## src/rtl/puf_pkg.sv

```systemverilog
// Shared types and constants for the PUF challenge sequencer.
// Optional majority-vote evaluation is enabled with `define PUF_VOTE_EN.
package puf_pkg;

   localparam int unsigned C_LENGTH_DEF = 8;
   localparam int unsigned SYNC_STAGES  = 2;

   // Feedback taps c[7]^c[5]^c[4]^c[3]
   localparam logic [7:0] LFSR_TAPS = 8'b1011_1000;

   typedef enum logic [2:0] {
      StIdle,
      StSetup,
      StLaunch,
      StSample,
      StDone
   } state_e;

   function automatic logic maj3(input logic a, input logic b, input logic c);
      return (a & b) | (a & c) | (b & c);
   endfunction

endpackage

```

## src/rtl/puf_lfsr.sv

```systemverilog
// Challenge LFSR: loads a seed (zero replaced by 1) and shifts left with tap feedback.
module puf_lfsr
   import puf_pkg::*;
#(
   parameter int unsigned          C_LENGTH = C_LENGTH_DEF,
   parameter logic [C_LENGTH-1:0]  TAPS     = C_LENGTH'(LFSR_TAPS)
) (
   input  logic                clk,
   input  logic                rst_n,
   input  logic                load,
   input  logic                adv,
   input  logic [C_LENGTH-1:0] seed,
   output logic [C_LENGTH-1:0] value
);

   logic [C_LENGTH-1:0] value_q, value_d;

   always_comb begin
      value_d = value_q;
      if (load) begin
         // An all-zero state would lock the LFSR
         value_d = (seed == '0) ? C_LENGTH'(1) : seed;
      end else if (adv) begin
         value_d = {value_q[C_LENGTH-2:0], ^(value_q & TAPS)};
      end
   end

   always_ff @(posedge clk) begin
      if (!rst_n) value_q <= '0;
      else        value_q <= value_d;
   end

   assign value = value_q;

endmodule

```

## src/rtl/puf_challenger.sv

```systemverilog
// Arbiter PUF challenge sequencer and response collector with valid/ack host handshake.
// Define PUF_VOTE_EN to evaluate each challenge three times and shift the majority bit.
module puf_challenger
   import puf_pkg::*;
#(
   parameter int unsigned C_LENGTH    = C_LENGTH_DEF,
   parameter int unsigned RESP_BITS   = 16,
   parameter int unsigned SETTLE_CYC  = 2,
   parameter int unsigned CAPTURE_CYC = 2
) (
   input  logic                 clk,
   input  logic                 rst_n,
   input  logic                 start,
   input  logic [C_LENGTH-1:0]  seed,
   output logic                 busy,
   output logic [C_LENGTH-1:0]  challenge,
   output logic                 pulse,
   input  logic                 response_in,
   output logic [RESP_BITS-1:0] resp_word,
   output logic                 resp_valid,
   input  logic                 resp_ack
);

   localparam int unsigned MAX_CYC = (SETTLE_CYC > CAPTURE_CYC) ?
                                     ((SETTLE_CYC > SYNC_STAGES) ? SETTLE_CYC : SYNC_STAGES) :
                                     ((CAPTURE_CYC > SYNC_STAGES) ? CAPTURE_CYC : SYNC_STAGES);
   localparam int unsigned CYC_W   = $clog2(MAX_CYC) + 1;
   localparam int unsigned CNT_W   = $clog2(RESP_BITS + 1);

   state_e               state_q, state_d;
   logic [CYC_W-1:0]     cyc_q, cyc_d;
   logic [CNT_W-1:0]     cnt_q, cnt_d;
   logic [RESP_BITS-1:0] word_q, word_d;
   logic [SYNC_STAGES-1:0] sync_q;
   logic                 sync_bit;
   logic                 lfsr_load, lfsr_adv;
   logic                 shift_en, new_bit;

`ifdef PUF_VOTE_EN
   logic [1:0] run_q, run_d;
   logic [1:0] votes_q, votes_d;
`endif

   puf_lfsr #(
      .C_LENGTH (C_LENGTH)
   ) u_lfsr (
      .clk   (clk),
      .rst_n (rst_n),
      .load  (lfsr_load),
      .adv   (lfsr_adv),
      .seed  (seed),
      .value (challenge)
   );

   // response_in is asynchronous to clk
   always_ff @(posedge clk) begin
      if (!rst_n) sync_q <= '0;
      else        sync_q <= {sync_q[SYNC_STAGES-2:0], response_in};
   end
   assign sync_bit = sync_q[SYNC_STAGES-1];

   always_comb begin
      state_d   = state_q;
      cyc_d     = cyc_q;
      cnt_d     = cnt_q;
      word_d    = word_q;
      lfsr_load = 1'b0;
      lfsr_adv  = 1'b0;
      shift_en  = 1'b0;
      new_bit   = sync_bit;
`ifdef PUF_VOTE_EN
      run_d     = run_q;
      votes_d   = votes_q;
`endif
      unique case (state_q)
         StIdle: begin
            if (start) begin
               lfsr_load = 1'b1;
               word_d    = '0;
               cnt_d     = '0;
               cyc_d     = '0;
`ifdef PUF_VOTE_EN
               run_d     = '0;
`endif
               state_d   = StSetup;
            end
         end
         StSetup: begin
            if (cyc_q == CYC_W'(SETTLE_CYC - 1)) begin
               cyc_d   = '0;
               state_d = StLaunch;
            end else begin
               cyc_d = cyc_q + 1'b1;
            end
         end
         StLaunch: begin
            if (cyc_q == CYC_W'(CAPTURE_CYC - 1)) begin
               cyc_d   = '0;
               state_d = StSample;
            end else begin
               cyc_d = cyc_q + 1'b1;
            end
         end
         StSample: begin
            if (cyc_q == CYC_W'(SYNC_STAGES - 1)) begin
               cyc_d = '0;
`ifdef PUF_VOTE_EN
               if (run_q != 2'd2) begin
                  // Relaunch the same challenge without advancing the LFSR
                  votes_d = {votes_q[0], sync_bit};
                  run_d   = run_q + 2'd1;
                  state_d = StSetup;
               end else begin
                  new_bit  = maj3(votes_q[1], votes_q[0], sync_bit);
                  run_d    = '0;
                  shift_en = 1'b1;
               end
`else
               shift_en = 1'b1;
`endif
               if (shift_en) begin
                  word_d   = {word_q[RESP_BITS-2:0], new_bit};
                  lfsr_adv = 1'b1;
                  cnt_d    = cnt_q + 1'b1;
                  state_d  = (cnt_q == CNT_W'(RESP_BITS - 1)) ? StDone : StSetup;
               end
            end else begin
               cyc_d = cyc_q + 1'b1;
            end
         end
         StDone: begin
            if (resp_ack) state_d = StIdle;
         end
         default: state_d = StIdle;
      endcase
   end

   always_ff @(posedge clk) begin
      if (!rst_n) begin
         state_q <= StIdle;
         cyc_q   <= '0;
         cnt_q   <= '0;
         word_q  <= '0;
      end else begin
         state_q <= state_d;
         cyc_q   <= cyc_d;
         cnt_q   <= cnt_d;
         word_q  <= word_d;
      end
   end

`ifdef PUF_VOTE_EN
   always_ff @(posedge clk) begin
      if (!rst_n) begin
         run_q   <= '0;
         votes_q <= '0;
      end else begin
         run_q   <= run_d;
         votes_q <= votes_d;
      end
   end
`endif

   assign busy       = (state_q != StIdle);
   assign pulse      = (state_q == StLaunch) || (state_q == StSample);
   assign resp_valid = (state_q == StDone);
   assign resp_word  = word_q;

endmodule
```

## config.mk

```make
export PLATFORM = sky130hd
export DESIGN_NAME = puf_challenger
export DESIGN_NICKNAME = d
export VERILOG_FILES = /design/src/rtl/puf_pkg.sv /design/src/rtl/puf_lfsr.sv /design/src/rtl/puf_challenger.sv
export SDC_FILE = /design/constraint.sdc
export NUM_CORES = 1
export LEC_CHECK = 0
export CAP_MARGIN = 30
export CORE_ASPECT_RATIO = 1.1
export CORE_MARGIN = 1
export CORE_UTILIZATION = 48
export CTS_BUF_LIST = sky130_fd_sc_hd__clkbuf_16
export CTS_CLUSTER_SIZE = 20
export DETAILED_ROUTE_END_ITERATION = 16
export HOLD_SLACK_MARGIN = 0.06
export MAX_ROUTING_LAYER = met4
export PLACE_DENSITY_LB_ADDON = 0.05
export SYNTH_ARGS = -nofsm -noshare
export SYNTH_HDL_FRONTEND = slang
export SYNTH_HIERARCHICAL = 1
export SYNTH_SLANG_ARGS = --single-unit
export TNS_END_PERCENT = 30
```

## constraint.sdc

```tcl
create_clock -name clk -period 1.75 [get_ports clk]
set_clock_uncertainty 0.05 [all_clocks]
set_input_delay 0.35 -clock clk [delete_from_list [all_inputs] [get_ports clk]]
set_output_delay 0.35 -clock clk [all_outputs]
set_load 0.02 [all_outputs]
```

==> results.tsv <==
stage	metric	value	unit
outcome	status	finished, violations left	
outcome	failing checks	DRC	
sta	Setup TNS	0	ps
power_and_ir_drop	Max VDD drop	770.3	uV
final_layout	Area growth syn-to-layout	42.80	%
synth	xor and xnor fraction of the mapped netlist area	0.02121	
critical_path	Worst path depth	1	
placement	Final Wtd Congestion	0.7688	
power_and_ir_drop	Pwr Density	1132	nW/um2
synth	Post-synth EDFFs	0	
die	die height	63.52	um
power_and_ir_drop	Leakage	0.9608	nW
critical_path	CP Cell Sequence	clkdlybuf4s50_1	
power_and_ir_drop	sequential share of power	0.356	
critical_path	Crit-path slowest cell	clkdlybuf4s50_1	
critical_path	crit-path leading delay family	buffers and inverters	
die	# rows	21	
route	Via density	5.670	
global_route	first-pass GRT wire length	6.389	mm
critical_path	crit path launch	u_lfsr/value[5]$_SDFFE_PN0P_	
die	Die W	57.93	um
placement	Port-buffer cells	39	
critical_path	Worst setup SP type	flop	
power_and_ir_drop	Sw Share	0.2811	
synth	Synth top area share	0.4364	
die	Core Area	3153	um2
global_route	antenna violations before repair	0	
critical_path	Worst EP required	1350	ps
global_route	GRT met2 Usage	0.3764	
critical_path	CP max stage delay	630	ps
synth	top-count cell post-synth	dfxtp_1	
clocking	total CTS buffers	5	
clocking	CTS H-tree lvls	2	
clocking	clk slew on worst S/H paths	50	ps
clocking	Hold-fix buffers, CTS	0	
power_and_ir_drop	Cell Int Power	1.919	mW
synth	Cell variety after synth	37	
global_route	GR Util met1	0.2745	
sta	worst slew pin tran	392.8	ps
placement	pre-CTS WS	-210.0	ps
synth	post-synth top area cell	dfxtp_1	
global_route	GRT Total Usage	0.2281	
route	Residual DRC	3	
sta	Final Max Tran Viols	0	
synth	sequential share of the synthesized area	0.4364	
synth	synth warn	6	
synth	complex-gate fraction of the synthesized area	0.1667	
critical_path	Worst Path Buf+Inv	1	
final_layout	Nets	247	
synth	synth top area cells	dfxtp_1, nand2_1, nand4_1	
sta	Final Setup Violations	0	
synth	Mapped Avg Cell Area	8.832	um2
global_route	vias in the first global route	1430	
critical_path	CP max FO	4	
route	initial DRC count	110	
clocking	Sink Count	36	
clocking	Root Driver	clkbuf_16	
route	post-route ant nets	0	
synth	proportion of synthesized area in mux cells	0.05455	
sta	post-layout min period	1705	ps
synth	synthesized instance count	187	
synth	most instantiated cells after synthesis	dfxtp_1, nand2_1, nand4_1	
final_layout	ant diodes	0	
sta	fmax	586.4	MHz
route	Routed WL	4.053	mm
die	Starting Density	0.5238	
placement	DPL Wire Length	2.426	mm
synth	Async SR Flop Fraction	0	
critical_path	cell count of the worst reg-to-reg path	5	
synth	largest family of logic cells by synthesized area	simple AND/OR/NAND/NOR gates	
route	DRT Pass-1 Iters	10	
synth	Netlist Area Pre-Place	1652	um2
critical_path	Crit path arrival time	1310	ps
final_layout	layout cell share with drive strength beyond 1	0.1245	
synth	Synth Register Bits	36	
global_route	grt met3 use	0.04312	
global_route	busiest grt layer	met2	
route	wire length per cell	15.18	um
synth	post-synthesis adder-cell area fraction	0.01515	
sta	crit share post-route	0.9745	
hold_path	Hold Crit Class	reg -> reg	
route	total number of vias	1514	
global_route	total grt overflow	0	
clocking	CTS tree	built	
hold_path	Worst Hold Path Cells	2	
power_and_ir_drop	Net Sw Power	750.5	uW
synth	simple logic cell fraction of the synthesized area	0.2356	
power_and_ir_drop	Gate power share	0.267	
hold_path	hold_sp	cyc_q[1]$_SDFFE_PN0P_	
critical_path	worst r2r src	state_q[0]$_SDFFE_PN0P_	
power_and_ir_drop	Clk pwr share	0.376	
global_route	largest net degree at the start of global routing	38	
synth	ys flop type	dfxtp_1	
synth	Syn Nets	202	
die	# IOs	40	
die	DIE AREA	3680	um2
clocking	clk buf depth	2	
run	maxcap violations	0	
sta	endpoints failing hold	0	
critical_path	Critical Path Sink Type	output pin	
sta	RSZ-0062 raised after global routing	false	
sta	Max-slew headroom	0.7382	
sta	PnR worst setup slack	44.70	ps
critical_path	crit path kind	reg -> out	
clocking	Worst-Skew Late Latency	280	ps
[what timing repair did]
item	in CTS	in global routing
cloned	0	3
endpoints found under the hold margin	0	0
setup endpoints to repair	3	10
pin swaps	0	1
gates resized for setup	5	2
buffers inserted	0	1
[layer usage]
| layer | wire, um | share of wire |
|---|---|---|
| met3 | 158 | 0.039 |
| met5 | 0 | 0 |
| met2 | 2051 | 0.51 |
| met4 | 57 | 0.014 |
| met1 | 1785 | 0.44 |
[area by class of cell]
cell class                      instances  area, um2
Clock buffer                            5      125.1
Multi-Input combinational cell        130      814.5
Inverter                                4      15.01
Tap cell                               34      42.54
Sequential cell                        36      723.2
Timing Repair Buffer                   55      595.6
Clock inverter                          3      42.54
Fill cell                             249      794.5
[power by group through the flow]
stage	sequential, mW	clock [mW]	combinational, mW
after floorplan	0.973	0	0.381
after global placement	0.954	0	0.582
after detailed placement	0.962	0	0.598
after CTS	0.948	1.02	0.598
after global routing	0.959	1.05	0.770
final	0.951	1.01	0.713
[cell usage in the layout (no fill, tap or decap), types with 4 or more instances in the layout]
master	n
o21ai_1	10
nor3_1	4
clkdlybuf4s50_1	33
nand4b_1	4
nand2_1	31
dfxtp_1	34
and3_1	4
mux2i_1	9
o21ai_0	12
nand4_1	17
o211a_1	7
buf_12	4
inv_1	4
buf_4	9
clkbuf_16	7
[sequential cells by signal, summed over array words and instances (netlist names)]
register	cells
cyc_q	2
sync_q	2
state_q	3
resp_word	16
cnt_q	5
u_lfsr/value	8
[cells by family (layout without fill, tap and decap cells)]
family / after synthesis / after routing
AO/OA/AOI/OAI: 41 / 41
buffers and inverters: 21 / 67
AND/OR/NAND/NOR: 74 / 74
multiplexers: 9 / 9
XOR/XNOR: 4 / 4
flip-flops: 36 / 36
adder cells (fa/ha/maj): 2 / 2
[final timing paths]
check | to | slack (ps)
setup / recovery | challenge[5] | 40
hold / removal | cyc_q[1]$_SDFFE_PN0P_ | 400
setup reg to reg | cnt_q[2]$_SDFFE_PN0P_ | 110
hold reg to reg | cyc_q[1]$_SDFFE_PN0P_ | 400
[metrics by stage]
step	util	std cells	power [mW]	cell area (um2)	hold WS, ps
finish	0.7480	267	2.670	2359	396.6
CTS	0.7206	263	2.570	2272	395.5
global route	0.7480	267	2.774	2359	417.7
floorplan	-	187	1.354	1652	361.9
global placement	0.6679	255	1.536	2106	373.3
detailed placement	0.6679	255	1.560	2106	387.9
Power figures use the tool's default switching activity.
